===== src/rtl/hazard_unit_v2.sv =====
// -----------------------------------------------------------------------------
// hazard_unit_v2
//
// Stall/flush controller for the pipelined MIPS CPU, placed beside the D stage.
// It compares the D-stage source registers and their Tuse against the Tnew of
// NUM_PROD producer stages (index 0 = E, 1 = M, ...). It tracks the multi-cycle
// multiply/divide unit with an internal busy counter and applies an external
// flush request. It produces write-enables and clears for the PC and every
// pipeline register.
//
// Optional feature macro: STALL_CNT_EN
//   defined   -> SCW-bit saturating stall_cnt register is built
//   undefined -> no counter flops, stall_cnt tied to 0
//
// Ports:
//   clk, reset (async, active-low)
//   D_rs_Tuse, D_rt_Tuse  : cycles until D needs rs / rt
//   D_A1, D_A2            : D rs / rt addresses
//   P_A3, P_Tnew          : packed producer destinations / Tnew (slice i)
//   P_RegWrite            : producer i writes its A3
//   D_md_use              : D instruction uses the mult/div unit
//   E_md_start, E_md_is_div : mult/div launched from E (and whether divide)
//   flush_req             : exception/eret flush request
//   stall                 : D held this cycle
//   *_RegWE / *_clear     : pipeline register write enables / clears
//   md_busy               : mult/div counter non-zero
//   stall_cnt             : saturating count of stalled cycles
// -----------------------------------------------------------------------------
module hazard_unit_v2 #(
   parameter int NUM_PROD   = 2,
   parameter int TW         = 4,
   parameter int AW         = 5,
   parameter int MUL_CYCLES = 5,
   parameter int DIV_CYCLES = 10,
   parameter int SCW        = 32
) (
   input  logic                   clk,
   input  logic                   reset,
   input  logic [TW-1:0]          D_rs_Tuse,
   input  logic [TW-1:0]          D_rt_Tuse,
   input  logic [AW-1:0]          D_A1,
   input  logic [AW-1:0]          D_A2,
   input  logic [NUM_PROD*AW-1:0] P_A3,
   input  logic [NUM_PROD*TW-1:0] P_Tnew,
   input  logic [NUM_PROD-1:0]    P_RegWrite,
   input  logic                   D_md_use,
   input  logic                   E_md_start,
   input  logic                   E_md_is_div,
   input  logic                   flush_req,
   output logic                   stall,
   output logic                   PC_RegWE,
   output logic                   F_D_RegWE,
   output logic                   F_D_clear,
   output logic                   D_E_RegWE,
   output logic                   D_E_clear,
   output logic                   E_M_RegWE,
   output logic                   E_M_clear,
   output logic                   M_W_RegWE,
   output logic                   M_W_clear,
   output logic                   md_busy,
   output logic [SCW-1:0]         stall_cnt
);

   localparam int MAX_CYCLES = (MUL_CYCLES > DIV_CYCLES) ? MUL_CYCLES : DIV_CYCLES;
   localparam int CW         = $clog2(MAX_CYCLES + 1);
   localparam logic [CW-1:0] MUL_LOAD = CW'(MUL_CYCLES);
   localparam logic [CW-1:0] DIV_LOAD = CW'(DIV_CYCLES);

   // One source-vs-producer comparison; $zero never creates a hazard.
   function automatic logic src_hit(
      input logic [AW-1:0] src_a,
      input logic [TW-1:0] tuse,
      input logic [AW-1:0] dst_a,
      input logic [TW-1:0] tnew,
      input logic          we
   );
      src_hit = (src_a != {AW{1'b0}}) & we & (src_a == dst_a) & (tuse < tnew);
   endfunction

   logic [CW-1:0] md_cnt_q;
   logic [CW-1:0] md_cnt_d;
   logic          reg_stall_s;
   logic          md_stall_s;
   logic          stall_s;
   logic          md_busy_s;

   // Register hazard: OR of every producer/source hit.
   always_comb begin
      reg_stall_s = 1'b0;
      for (int i = 0; i < NUM_PROD; i++) begin
         reg_stall_s = reg_stall_s
                     | src_hit(D_A1, D_rs_Tuse, P_A3[i*AW +: AW], P_Tnew[i*TW +: TW], P_RegWrite[i])
                     | src_hit(D_A2, D_rt_Tuse, P_A3[i*AW +: AW], P_Tnew[i*TW +: TW], P_RegWrite[i]);
      end
   end

   assign md_busy_s  = (md_cnt_q != {CW{1'b0}});
   // E_md_start counts as busy too: the operation has not loaded the counter yet.
   assign md_stall_s = D_md_use & (md_busy_s | E_md_start);
   assign stall_s    = (reg_stall_s | md_stall_s) & ~flush_req;

   // Pipeline control outputs; flush overrides stall.
   always_comb begin
      PC_RegWE  = 1'b1;
      F_D_RegWE = 1'b1;
      F_D_clear = 1'b0;
      D_E_RegWE = 1'b1;
      D_E_clear = 1'b0;
      E_M_RegWE = 1'b1;
      E_M_clear = 1'b0;
      M_W_RegWE = 1'b1;
      M_W_clear = 1'b0;
      if (flush_req) begin
         F_D_clear = 1'b1;
         D_E_clear = 1'b1;
         E_M_clear = 1'b1;
      end else begin
         PC_RegWE  = ~stall_s;
         F_D_RegWE = ~stall_s;
         D_E_clear = stall_s;
      end
   end

   assign stall   = stall_s;
   assign md_busy = md_busy_s;

   // Mult/div busy counter next state; a start while busy is ignored and the
   // count keeps running through a flush because HI/LO commit is not cancelled.
   always_comb begin
      md_cnt_d = md_cnt_q;
      if (E_md_start && !md_busy_s) begin
         md_cnt_d = E_md_is_div ? DIV_LOAD : MUL_LOAD;
      end else if (md_busy_s) begin
         md_cnt_d = md_cnt_q - CW'(1);
      end else begin
         md_cnt_d = md_cnt_q;
      end
   end

   // Mult/div busy counter register.
   always_ff @(posedge clk or negedge reset) begin
      if (!reset) begin
         md_cnt_q <= {CW{1'b0}};
      end else begin
         md_cnt_q <= md_cnt_d;
      end
   end

`ifdef STALL_CNT_EN
   logic [SCW-1:0] stall_cnt_q;
   logic [SCW-1:0] stall_cnt_d;

   // Saturating stall counter next state.
   always_comb begin
      stall_cnt_d = stall_cnt_q;
      if (stall_s && (stall_cnt_q != {SCW{1'b1}})) begin
         stall_cnt_d = stall_cnt_q + SCW'(1);
      end else begin
         stall_cnt_d = stall_cnt_q;
      end
   end

   // Stall counter register.
   always_ff @(posedge clk or negedge reset) begin
      if (!reset) begin
         stall_cnt_q <= {SCW{1'b0}};
      end else begin
         stall_cnt_q <= stall_cnt_d;
      end
   end

   assign stall_cnt = stall_cnt_q;
`else
   assign stall_cnt = {SCW{1'b0}};
`endif

endmodule


===== config.mk =====
export PLATFORM = sky130hd
export DESIGN_NAME = hazard_unit_v2
export DESIGN_NICKNAME = d
export VERILOG_FILES = /design/src/rtl/hazard_unit_v2.sv
export SDC_FILE = /design/constraint.sdc
export NUM_CORES = 1
export LEC_CHECK = 0
export BUFFER_PORTS_ARGS = -buffer_cell sky130_fd_sc_hd__buf_4
export CAP_MARGIN = 20
export CELL_PAD_IN_SITES_DETAIL_PLACEMENT = 0
export CELL_PAD_IN_SITES_GLOBAL_PLACEMENT = 1
export CORE_UTILIZATION = 26
export DETAILED_ROUTE_END_ITERATION = 10
export MAX_ROUTING_LAYER = met4
export PLACE_DENSITY_LB_ADDON = 0.15
export SETUP_SLACK_MARGIN = 0.02
export SYNTH_ARGS = -nofsm -noshare
export SYNTH_HDL_FRONTEND = slang
export SYNTH_SLANG_ARGS = --single-unit

===== constraint.sdc =====
create_clock -name clk -period 2 [get_ports clk]
set_input_delay 0.1 -clock clk [delete_from_list [all_inputs] [get_ports clk]]
set_output_delay 0.1 -clock clk [all_outputs]
set_load 0.05 [all_outputs]

==> Word-level counts from Yosys, hierarchy flattened <==
Cells that the tools add are included.
{ "word_totals": {"reg_bits": 4, "latchBits": 0, "mem_bits_rw": 0, "mem_bits_ro": 0, "inputBits": 44, "wordCells": 43, "memories": 0} }
{ "op_classes": {"n_addsub": 1, "multipliers": 0, "n_div": 0, "n_lt_le_gt_ge": 4, "n_eq_ne": 4, "shift": 0, "n_mux": 6, "bitwise_logic": 21, "reduce_logical": 6} }
{ "op_table": {"columns": ["op", "count"], "rows": [
  ["5-bit equality test", 4],
  ["4-bit < comparator", 4],
  ["1-bit bitwise AND", 14],
  ["4-bit 2-to-1 mux", 3],
  ["5-bit nonzero test", 2],
  ["1-bit bitwise OR", 5],
  ["4-bit nonzero test", 1],
  ["4-bit by 1-bit subtractor with 4-bit output, second input constant", 1],
  ["1-bit 2-to-1 mux", 3],
  ["1-bit NOT", 2],
  ["2-bit nonzero test", 1],
  ["1-bit logical AND", 1],
  ["1-bit logical NOT", 1]
]} }

==> Logic depth before layout (Yosys ltp) <==
Gate-level depths: netlist of the first run.
{ "depth": {"ltp_word": 11, "mapped_depth": 8, "ltp_nobuf": 7} }

==> Worst setup path before layout of the first run <==
OpenSTA, ideal clock, no wires.
{ "synth_path": {"kind": "flip-flop to output port", "startpoint": "register md_cnt_q[0]", "endpoint": "output port PC_RegWE", "arrival_time_ns": 2.397, "required_ns": 1.900, "setup_slack_ns": -0.497, "path_stages_with_launch": 9, "path_cell_list": "dfrtp_1 > inv_1 > ha_1 > nand2_1 > o21ai_0 > o21ai_0 > nor4_2 > or2_1 > buf_4"} }
{ "synth_between": {"elab_chain_len": 7} }
{ "synth_lines": {"columns": ["item", "line_no", "source"], "rows": [
  ["start, declared", "80", "logic [CW-1:0] md_cnt_q;"],
  ["start signal, assigned", "143", "md_cnt_q <= {CW{1'b0}};"],
  ["start signal, assigned", "145", "md_cnt_q <= md_cnt_d;"],
  ["4-bit nonzero test", "97", "assign md_busy_s = (md_cnt_q != {CW{1'b0}});"],
  ["named net md_busy", "60", "output logic md_busy,"],
  ["1-bit bitwise OR", "99", "assign md_stall_s = D_md_use & (md_busy_s | E_md_start);"],
  ["1-bit bitwise AND", "99", null],
  ["1-bit bitwise OR", "100", "assign stall_s = (reg_stall_s | md_stall_s) & ~flush_req;"],
  ["1-bit bitwise AND", "100", null],
  ["1-bit NOT", null, null],
  ["1-bit 2-to-1 mux", null, null],
  ["end, declared", "51", "output logic PC_RegWE,"]
]} }
The timed path passes the listed nets, and every way through them passes these cells.

==> Final worst setup path of the first run <==
{ "layout_path": {"startpoint": "input port P_Tnew[3]", "endpoint": "output port PC_RegWE"} }
{ "layout_between": {"elab_chain_len": 9, "elab_cells_between_ends": 11, "cone_classes": "order compare (2); mux (1); bitwise (8)"} }
{ "layout_lines": {"columns": ["item", "line_no", "source"], "rows": [
  ["start, declared", "44", "input logic [NUM_PROD*TW-1:0] P_Tnew,"],
  ["4-bit < comparator", "77", "src_hit = (src_a != {AW{1'b0}}) & we & (src_a == dst_a) & (tuse < tnew);"],
  ["1-bit bitwise AND", "77", null],
  ["1-bit bitwise OR *", "93", "| src_hit(D_A2, D_rt_Tuse, P_A3[i*AW +: AW], P_Tnew[i*TW +: TW], P_RegWrite[i]);"],
  ["1-bit bitwise OR *", "92", "| src_hit(D_A1, D_rs_Tuse, P_A3[i*AW +: AW], P_Tnew[i*TW +: TW], P_RegWrite[i])"],
  ["1-bit bitwise OR *", "93", null],
  ["1-bit bitwise OR *", "100", null],
  ["1-bit bitwise AND *", "100", null],
  ["1-bit NOT *", "118", "PC_RegWE = ~stall_s;"],
  ["1-bit 2-to-1 mux *", "113", "if (flush_req) begin"]
]} }
Every way passes the cells marked *; elsewhere a longest branch is shown, timed or not.

==> results of run 1 <==
worst max path at each step:
stage	slack [ns]	endpoint	cells past startpoint	start
after global placement	0.006	PC_RegWE	8	md_cnt_q[0]
after floorplan	0.04	PC_RegWE	8	md_cnt_q[0]
final	0.11	PC_RegWE	10	P_Tnew[3]
after CTS	0.03	F_D_RegWE	10	P_Tnew[5]
after global routing	0.03	F_D_RegWE	9	D_rt_Tuse[1]
after detailed placement	-0.02	F_D_RegWE	8	md_cnt_q[0]
cell type report:
type | instances | area [µm²]
Tap cell | 50 | 62.6
Multi-Input combinational cell | 123 | 921
Fill cell | 419 | 2460
Clock buffer | 3 | 41.3
Inverter | 10 | 37.5
Timing Repair Buffer | 56 | 438
Sequential cell | 4 | 100
synth_stat cells (all sizes together), types with 2 or more instances:
| cell type | count |
|---|---|
| dfrtp | 4 |
| o211ai | 2 |
| nand2 | 6 |
| a21o | 4 |
| xnor2 | 15 |
| a2111oi | 3 |
| nor4 | 3 |
| nand4 | 3 |
| conb | 2 |
| inv | 10 |
| nor2 | 9 |
| xor2 | 6 |
| ha | 14 |
| o21ai | 3 |
| buf | 39 |
| a21oi | 6 |
| nand2b | 5 |
routing by layer:
| metal | vias up | part of all wire |
|---|---|---|
| met3 | 0 | 0.066 |
| li1 | 512 | - |
| met4 | 0 | 0 |
| met2 | 57 | 0.51 |
| met1 | 446 | 0.43 |
| met5 | - | 0 |
cells by family (layout without fill, tap and decap cells):
group                      after synthesis  after routing  share of synthesized area
and+or+nand+nor                         31             31                      0.159
adders and majority gates               14             14                      0.156
xor gates and xnor gates                21             21                      0.164
other                                    2             36                    0.00671
AOI/OAI and AO/OA                       21             21                      0.130
DFF                                      4              4                     0.0894
buffers and inverters                   49             69                      0.295
report_power, final:
part,internal [mW],switching [mW]
Combinational,0.300,0.437
Sequential,0.127,0.0382
Clock,0.128,0.0371
Total,0.555,0.513
stage by stage:
stage	total power, mW	util
after floorplan	0.657	-
after global placement	0.756	0.346
after detailed placement	0.765	0.346
after CTS	1.01	0.373
after global routing	1.15	0.394
final	1.07	0.394
repair_timing:
action / 4_1_cts / 5_1_grt
setup endpoints to repair: 4 / 4
endpoints found under the hold margin: 4 / 0
pin swaps: 1 / 4
resized for setup: 10 / 13
hold buffers: 1 / 0
setup buffers: 3 / 2
critical path, cell delays in order:
cell       delay [ns]
buf_4            0.11
inv_2            0.09
ha_4             0.22
a2111oi_4        0.34
o211ai_1         0.14
nor2_1           0.17
nor4_2           0.07
buf_4            0.15
or2_4            0.26
buf_8            0.15
==> reports/results.ini, run 1 <==
[global_route]
grt_first_pass_wirelength_mm = 4.21
grt_util_met2 = 0.230
use_met3 = 0.00676
track_usage = 0.125
antenna_found_initial = 0
gr-total-overflow = 0
grt_max_degree = 8
use_met1 = 0.148
grt.busiest_layer = met2
grt_pass1_vias = 951

[floorplan]
die_w_um = 67.6
fp.dieH_um = 67.6
core_area_mm2 = 0.00406
rows = 23
num_io_pins = 87
start_util = 0.276
die_area_mm2 = 0.00457

[placed_design]
finalWeightedCongestion = 0.807
place_area_mm2 = 0.00140
dp_hpwl_mm = 2.37
dpl.cell_count = 237
numPortBuffers = 50
pre_cts_slack_ns = -0.0162

[pwr]
p_leak_nw = 0.791
peakVddDrop_uv = 288
powerDensity_mw_per_mm2 = 667

[logic_synthesis]
synthTopCellsByArea = buf_4, ha_1, xnor2_1
synth_seq_area_share = 0.0894
syn_area_mm2 = 0.00112
synth_top_area_cell = buf_4
ys_types = 28
syn_area_per_cell_um2 = 7.89
synth_top_flop_cell = dfrtp_1
synth_seq_cells = 4
synthArstFlopShare = 1.00
synthCells = 142
synth_warnings = 0
synth_edf_count = 0
synth.top_cell.area_share = 0.261

[detailed_routing]
dr_total_vias = 1015
drc = 0
drtAntennaViolNets = 0
wl_per_cell_um = 11.4
first_pass_iters = 4
drt-initial-drc-count = 14
routed_wl_mm = 2.80
viasPerCell = 4.13

[timing]
setup_violations = 0
min_period_ns = 1.89
period_share = 0.946
hold_viol_final = 0
fin_hold_ws_ns = 0.226
rsz0062_at_grt = no
fin_ws_ns = 0.108
fmax_mhz = 529
finalMaxSlewViolations = 0
fin_skew_ns = 0.00264
tns_ns = 0

[cts]
clock_path_buffers = 2
cts_tree = built
clockRootBuffer = clkbuf_8
numCtsBuffers = 3
clk-insertion-delay-late_ns = 0.21
clk_pin_slew_ns = 0.03
ctsHtreeMaxLevel = 1
clock-sinks = 4

[worst_setup_path]
path_max_fanout = 3
r2r_start = md_cnt_q[0]
critPathCaptureType = output pin
critPathRequiredTime_ns = 1.90
r2r_end = md_cnt_q[3]
rrSetupSlack_ns = 0.79
path_class = in -> out
worstRegToRegCells = 7
crit_arrival_ns = 1.79
cp-start-kind = input port

[cells_and_area]
largest-register = md_cnt_q
fin_cells = 246
fin_nets = 256
largest_register_ffs = 4
final_cell_area_mm2 = 0.00160
n_antenna_cell = 0
mostFrequentLayoutCells = buf_4, conb_1, xnor2_1, ha_1, nor2_1
reg_top3 = md_cnt_q: 4 flops
drive_gt1_frac = 0.383
areaGrowthSynthToFinish_pct = 42.9
final_common_cell = buf_4

[min_path]
hp-class = in -> async

[flow_run]
max_cap_violations = 0

[status]
status = finished, final reports clean

Power figures use the tool's default switching activity.
==> run 2, diff against run 1 <==
PLACE_DENSITY = 0.77   (was default)
PLACE_DENSITY_LB_ADDON = default   (was 0.15)
==> run 2 against run 1 <==
Effect of this change: final cell count fell by 0.41%; setup slack got worse by 0.0028 ns; first-iteration DRC count rose by 36%; maximum frequency fell by 0.15%; largest power group unchanged; register-to-register slack got worse by 0.15 ns; routed wire length fell by 14%; critical endpoint is now F_D_RegWE; utilization fell by 0.49 points; non-clock buffer count fell by 1.
==> reports/results.ini, run 2 (same netlist as run 1, synthesis figures left out) <==
[status]
status = finished, final reports clean

[timing]
tns_ns = 0
finalMaxSlewViolations = 0
period_share = 0.947
min_period_ns = 1.89
fin_skew_ns = 0.000563
rsz0062_at_grt = no
fin_ws_ns = 0.105
setup_violations = 0
hold_viol_final = 0
fmax_mhz = 528
fin_hold_ws_ns = 0.222

[cells_and_area]
fin_nets = 255
final_common_cell = buf_4
largest_register_ffs = 4
mostFrequentLayoutCells = buf_4, conb_1, xnor2_1, ha_1, inv_1
fin_util = 0.389
largest-register = md_cnt_q
areaGrowthSynthToFinish_pct = 41.1
drive_gt1_frac = 0.369
reg_top3 = md_cnt_q: 4 flops
n_antenna_cell = 0

[pwr]
peakVddDrop_uv = 188
internal_power_mw = 0.536
p_seq_frac = 0.162
switching_share = 0.482
powerDensity_mw_per_mm2 = 654
p_switching_mw = 0.498
p_leak_nw = 0.788
power_frac_clock = 0.159
p_comb_frac = 0.678

[cts]
clk-insertion-delay-late_ns = 0.21
cts_tree = built
clockRootBuffer = clkbuf_8
clock-sinks = 4
clock_path_buffers = 2
numCtsBuffers = 3
ctsHtreeMaxLevel = 1
clk_pin_slew_ns = 0.03

[floorplan]
die_area_mm2 = 0.00457
num_io_pins = 87
fp.dieH_um = 67.6
start_util = 0.276
rows = 23
core_area_mm2 = 0.00406
die_w_um = 67.6

[flow_run]
max_cap_violations = 0

[worst_setup_path]
path_class = in -> out
crit_arrival_ns = 1.79
critPathCaptureType = output pin
r2r_start = md_cnt_q[0]
worstRegToRegCells = 8
critPathRequiredTime_ns = 1.90
r2r_end = md_cnt_q[3]
cp-start-kind = input port
path_max_fanout = 3
rrSetupSlack_ns = 0.64

[placed_design]
numPortBuffers = 50
finalWeightedCongestion = 0.741
dp_hpwl_mm = 2.05
pre_cts_slack_ns = 0.0590

[detailed_routing]
wl_per_cell_um = 9.80
drt-initial-drc-count = 19
dr_total_vias = 986
viasPerCell = 4.02
routed_wl_mm = 2.40
drtAntennaViolNets = 0
drc = 0
first_pass_iters = 4

[global_route]
grt_max_degree = 8
grt_first_pass_wirelength_mm = 3.62
grt_pass1_vias = 867
track_usage = 0.107
gr-total-overflow = 0
antenna_found_initial = 0

[min_path]
hp-class = in -> async

==> run 2: cell count changes in the layout (fill, tap and decap cells not counted), sizes merged <==
cell / delta
buf: -1
==> run 2: metal layers <==
metal | vias to the layer above | track usage | share of wire
li1 | 510 | - | -
met1 | 420 | 0.136 | 0.44
met2 | 56 | 0.172 | 0.47
met3 | 0 | 0.0169 | 0.090
met4 | 0 | 0.0319 | 0
met5 | - | - | 0
==> run 2: what timing repair did <==
| action | 4_1_cts | 5_1_grt |
|---|---|---|
| pin swaps | 1 | 7 |
| gates resized for setup | 7 | 13 |
| buffers inserted | 2 | 2 |
| hold buffers | 1 | 0 |
| endpoints found under the hold margin | 4 | 0 |
| endpoints found under the setup margin | 4 | 4 |
==> run 2: worst max-delay path: stages <==
cell and delay [ns]:
buf_4 0.11, inv_1 0.13, ha_4 0.23, a2111oi_2 0.29, o211ai_1 0.14, o21ai_1 0.17
nor4_2 0.06, buf_4 0.15, or2_4 0.26, buf_8 0.15
==> run 2: metrics by stage <==
| stage | power [mW] | cell area [µm²] | std cells |
|---|---|---|---|
| after detailed placement | 0.759 | 1400 | 237 |
| after floorplan | 0.657 | 1260 | 176 |
| after global placement | 0.754 | 1400 | 237 |
| after global routing | 1.13 | 1580 | 245 |
| final | 1.03 | 1580 | 245 |
| after CTS | 0.983 | 1490 | 243 |
==> run 2: layout make-up <==
type                    count  area, µm²
clock buffers               3       41.3
fillers                   425       2480
flip-flops and latches      4        100
repair buffers             55        430
well taps                  50       62.6
inverters                  10       37.5
multi-input cells         123        908
==> run 2: worst max path at each step <==
stage | from | end | depth (start not counted)
6_report | P_Tnew[3] | F_D_RegWE | 10
5_1_grt | P_Tnew[5] | PC_RegWE | 10
4_1_cts | P_Tnew[3] | F_D_RegWE | 10
3_5_place_dp | md_cnt_q[0] | F_D_RegWE | 8
3_3_place_gp | P_Tnew[5] | PC_RegWE | 9
2_1_floorplan | md_cnt_q[0] | PC_RegWE | 8
==> run 2: power by group through the flow <==
stage               clock network (mW)  registers (mW)  logic [mW]
finish                           0.165           0.168       0.701
global route                     0.176           0.177       0.776
CTS                              0.171           0.164       0.648
detailed placement                   0           0.162       0.597
global placement                     0           0.162       0.592
floorplan                            0           0.155       0.502
==> run 3, diff against run 2 <==
BUFFER_PORTS_ARGS = -buffer_cell sky130_fd_sc_hd__buf_2   (was -buffer_cell sky130_fd_sc_hd__buf_4)
==> run 3 against run 2 <==
Effect of this change: critical path depth down 2; setup slack worse by 0.031 ns; sequential share of layout area up 0.58 points; clock power up 2%; critical endpoint unchanged; largest cell class unchanged; largest power group unchanged.
==> reports/results.ini, run 3 (same netlist as run 1, synthesis figures left out) <==
[status]
status = finished, final reports clean

[cells_and_area]
multiInputGateArea_um2 = 880
largest-register = md_cnt_q
drive_gt1_frac = 0.371
fin_nets = 257
final_common_cell = buf_2
num-fill-cells = 440
fin_cells = 247
seq_area_um2 = 100
reg_top3 = md_cnt_q: 4 flops
mostFrequentLayoutCells = buf_2, conb_1, xnor2_1, ha_1, inv_1
final_cell_area_mm2 = 0.00145
largest_register_ffs = 4
fin_util = 0.357
n_antenna_cell = 0
areaGrowthSynthToFinish_pct = 29.3

[worst_setup_path]
path_max_fanout = 2
crit_arrival_ns = 1.83
critPathRequiredTime_ns = 1.90
critPathCaptureType = output pin
cp-start-kind = input port
path_class = in -> out

[detailed_routing]
first_pass_iters = 4
drt-initial-drc-count = 33
routed_wl_mm = 2.47
wl_per_cell_um = 10.0
viasPerCell = 4.03
drc = 0
drtAntennaViolNets = 0
dr_total_vias = 995

[placed_design]
dpl.cell_count = 240
finalWeightedCongestion = 0.765
dp_hpwl_mm = 2.09
pre_cts_slack_ns = 0.0580
numPortBuffers = 50
place_area_mm2 = 0.00130

[cts]
clk_pin_slew_ns = 0.03
clock-sinks = 4
cts_tree = built
clock_path_buffers = 2
clk-insertion-delay-late_ns = 0.22
clockRootBuffer = clkbuf_8
ctsHtreeMaxLevel = 1
numCtsBuffers = 3

[floorplan]
num_io_pins = 87
die_w_um = 67.6
rows = 23
fp.dieH_um = 67.6
core_area_mm2 = 0.00406
die_area_mm2 = 0.00457
start_util = 0.276

[global_route]
gr-total-overflow = 0
antenna_found_initial = 0
grt_first_pass_wirelength_mm = 3.73
grt_pass1_vias = 926
track_usage = 0.112
grt_max_degree = 7

[pwr]
p_leak_nw = 0.756
switching_share = 0.494
p_total_mw = 1.04
p_switching_mw = 0.512
peakVddDrop_uv = 184
p_seq_frac = 0.160
powerDensity_mw_per_mm2 = 716
p_comb_frac = 0.677
internal_power_mw = 0.525
power_frac_clock = 0.163

[flow_run]
max_cap_violations = 0

[timing]
fmax_mhz = 519
setup_violations = 0
hold_viol_final = 0
tns_ns = 0
fin_hold_ws_ns = 0.220
period_share = 0.963
finalMaxSlewViolations = 0
fin_skew_ns = 0.00407
min_period_ns = 1.93
fin_ws_ns = 0.0744

[min_path]
hp-class = in -> async

[run 3: what timing repair did]
action,in CTS,in global routing
hold buffers,1,0
gates resized for setup,14,7
gates cloned,0,0
endpoints found under the setup margin,4,4
pin swaps,2,1
setup buffers,2,1
endpoints found under the hold margin,4,0
[run 3: critical path, stage by stage]
cell and delay, ns:
buf_2 0.11, ha_1 0.30, a2111oi_0 0.41, o211ai_1 0.18, o21ai_2 0.18, nor4_4 0.07
or2_4 0.27, buf_4 0.19
[run 3: worst paths after layout]
kind | startpoint | to | slack, ns | depth (start not counted)
worst max register to register | md_cnt_q[1] | md_cnt_q[2] | 0.78 | 6
worst min-delay path | reset | md_cnt_q[0] | 0.22 | 2
max in group asynchronous | reset | md_cnt_q[3] | 1.66 | 2
worst min register to register | md_cnt_q[1] | md_cnt_q[3] | 0.56 | 2
min in group clk | E_md_is_div | md_cnt_q[0] | 0.27 | 4
worst max-delay path | D_rs_Tuse[3] | F_D_RegWE | 0.07 | 8
[run 3: power groups by stage]
stage / clock network [mW] / registers (mW) / logic (mW)
5_1_grt: 0.182 / 0.176 / 0.768
3_3_place_gp: 0 / 0.158 / 0.602
3_5_place_dp: 0 / 0.160 / 0.607
4_1_cts: 0.177 / 0.166 / 0.671
2_1_floorplan: 0 / 0.155 / 0.502
6_report: 0.169 / 0.166 / 0.702
[run 3: area by class of cell]
class	count	area share
flip-flops and latches	4	0.0691
clock buffers	3	0.0285
well taps	50	0.0432
multi-input cells	123	0.608
inverters	10	0.0259
repair buffers	57	0.226
[run 3: per-layer routing]
layer	share of wire	up-vias	track usage
li1	-	515	-
met1	0.44	428	0.129
met2	0.50	52	0.189
met3	0.066	0	0.0135
met4	0	0	0.0532
met5	0	-	-
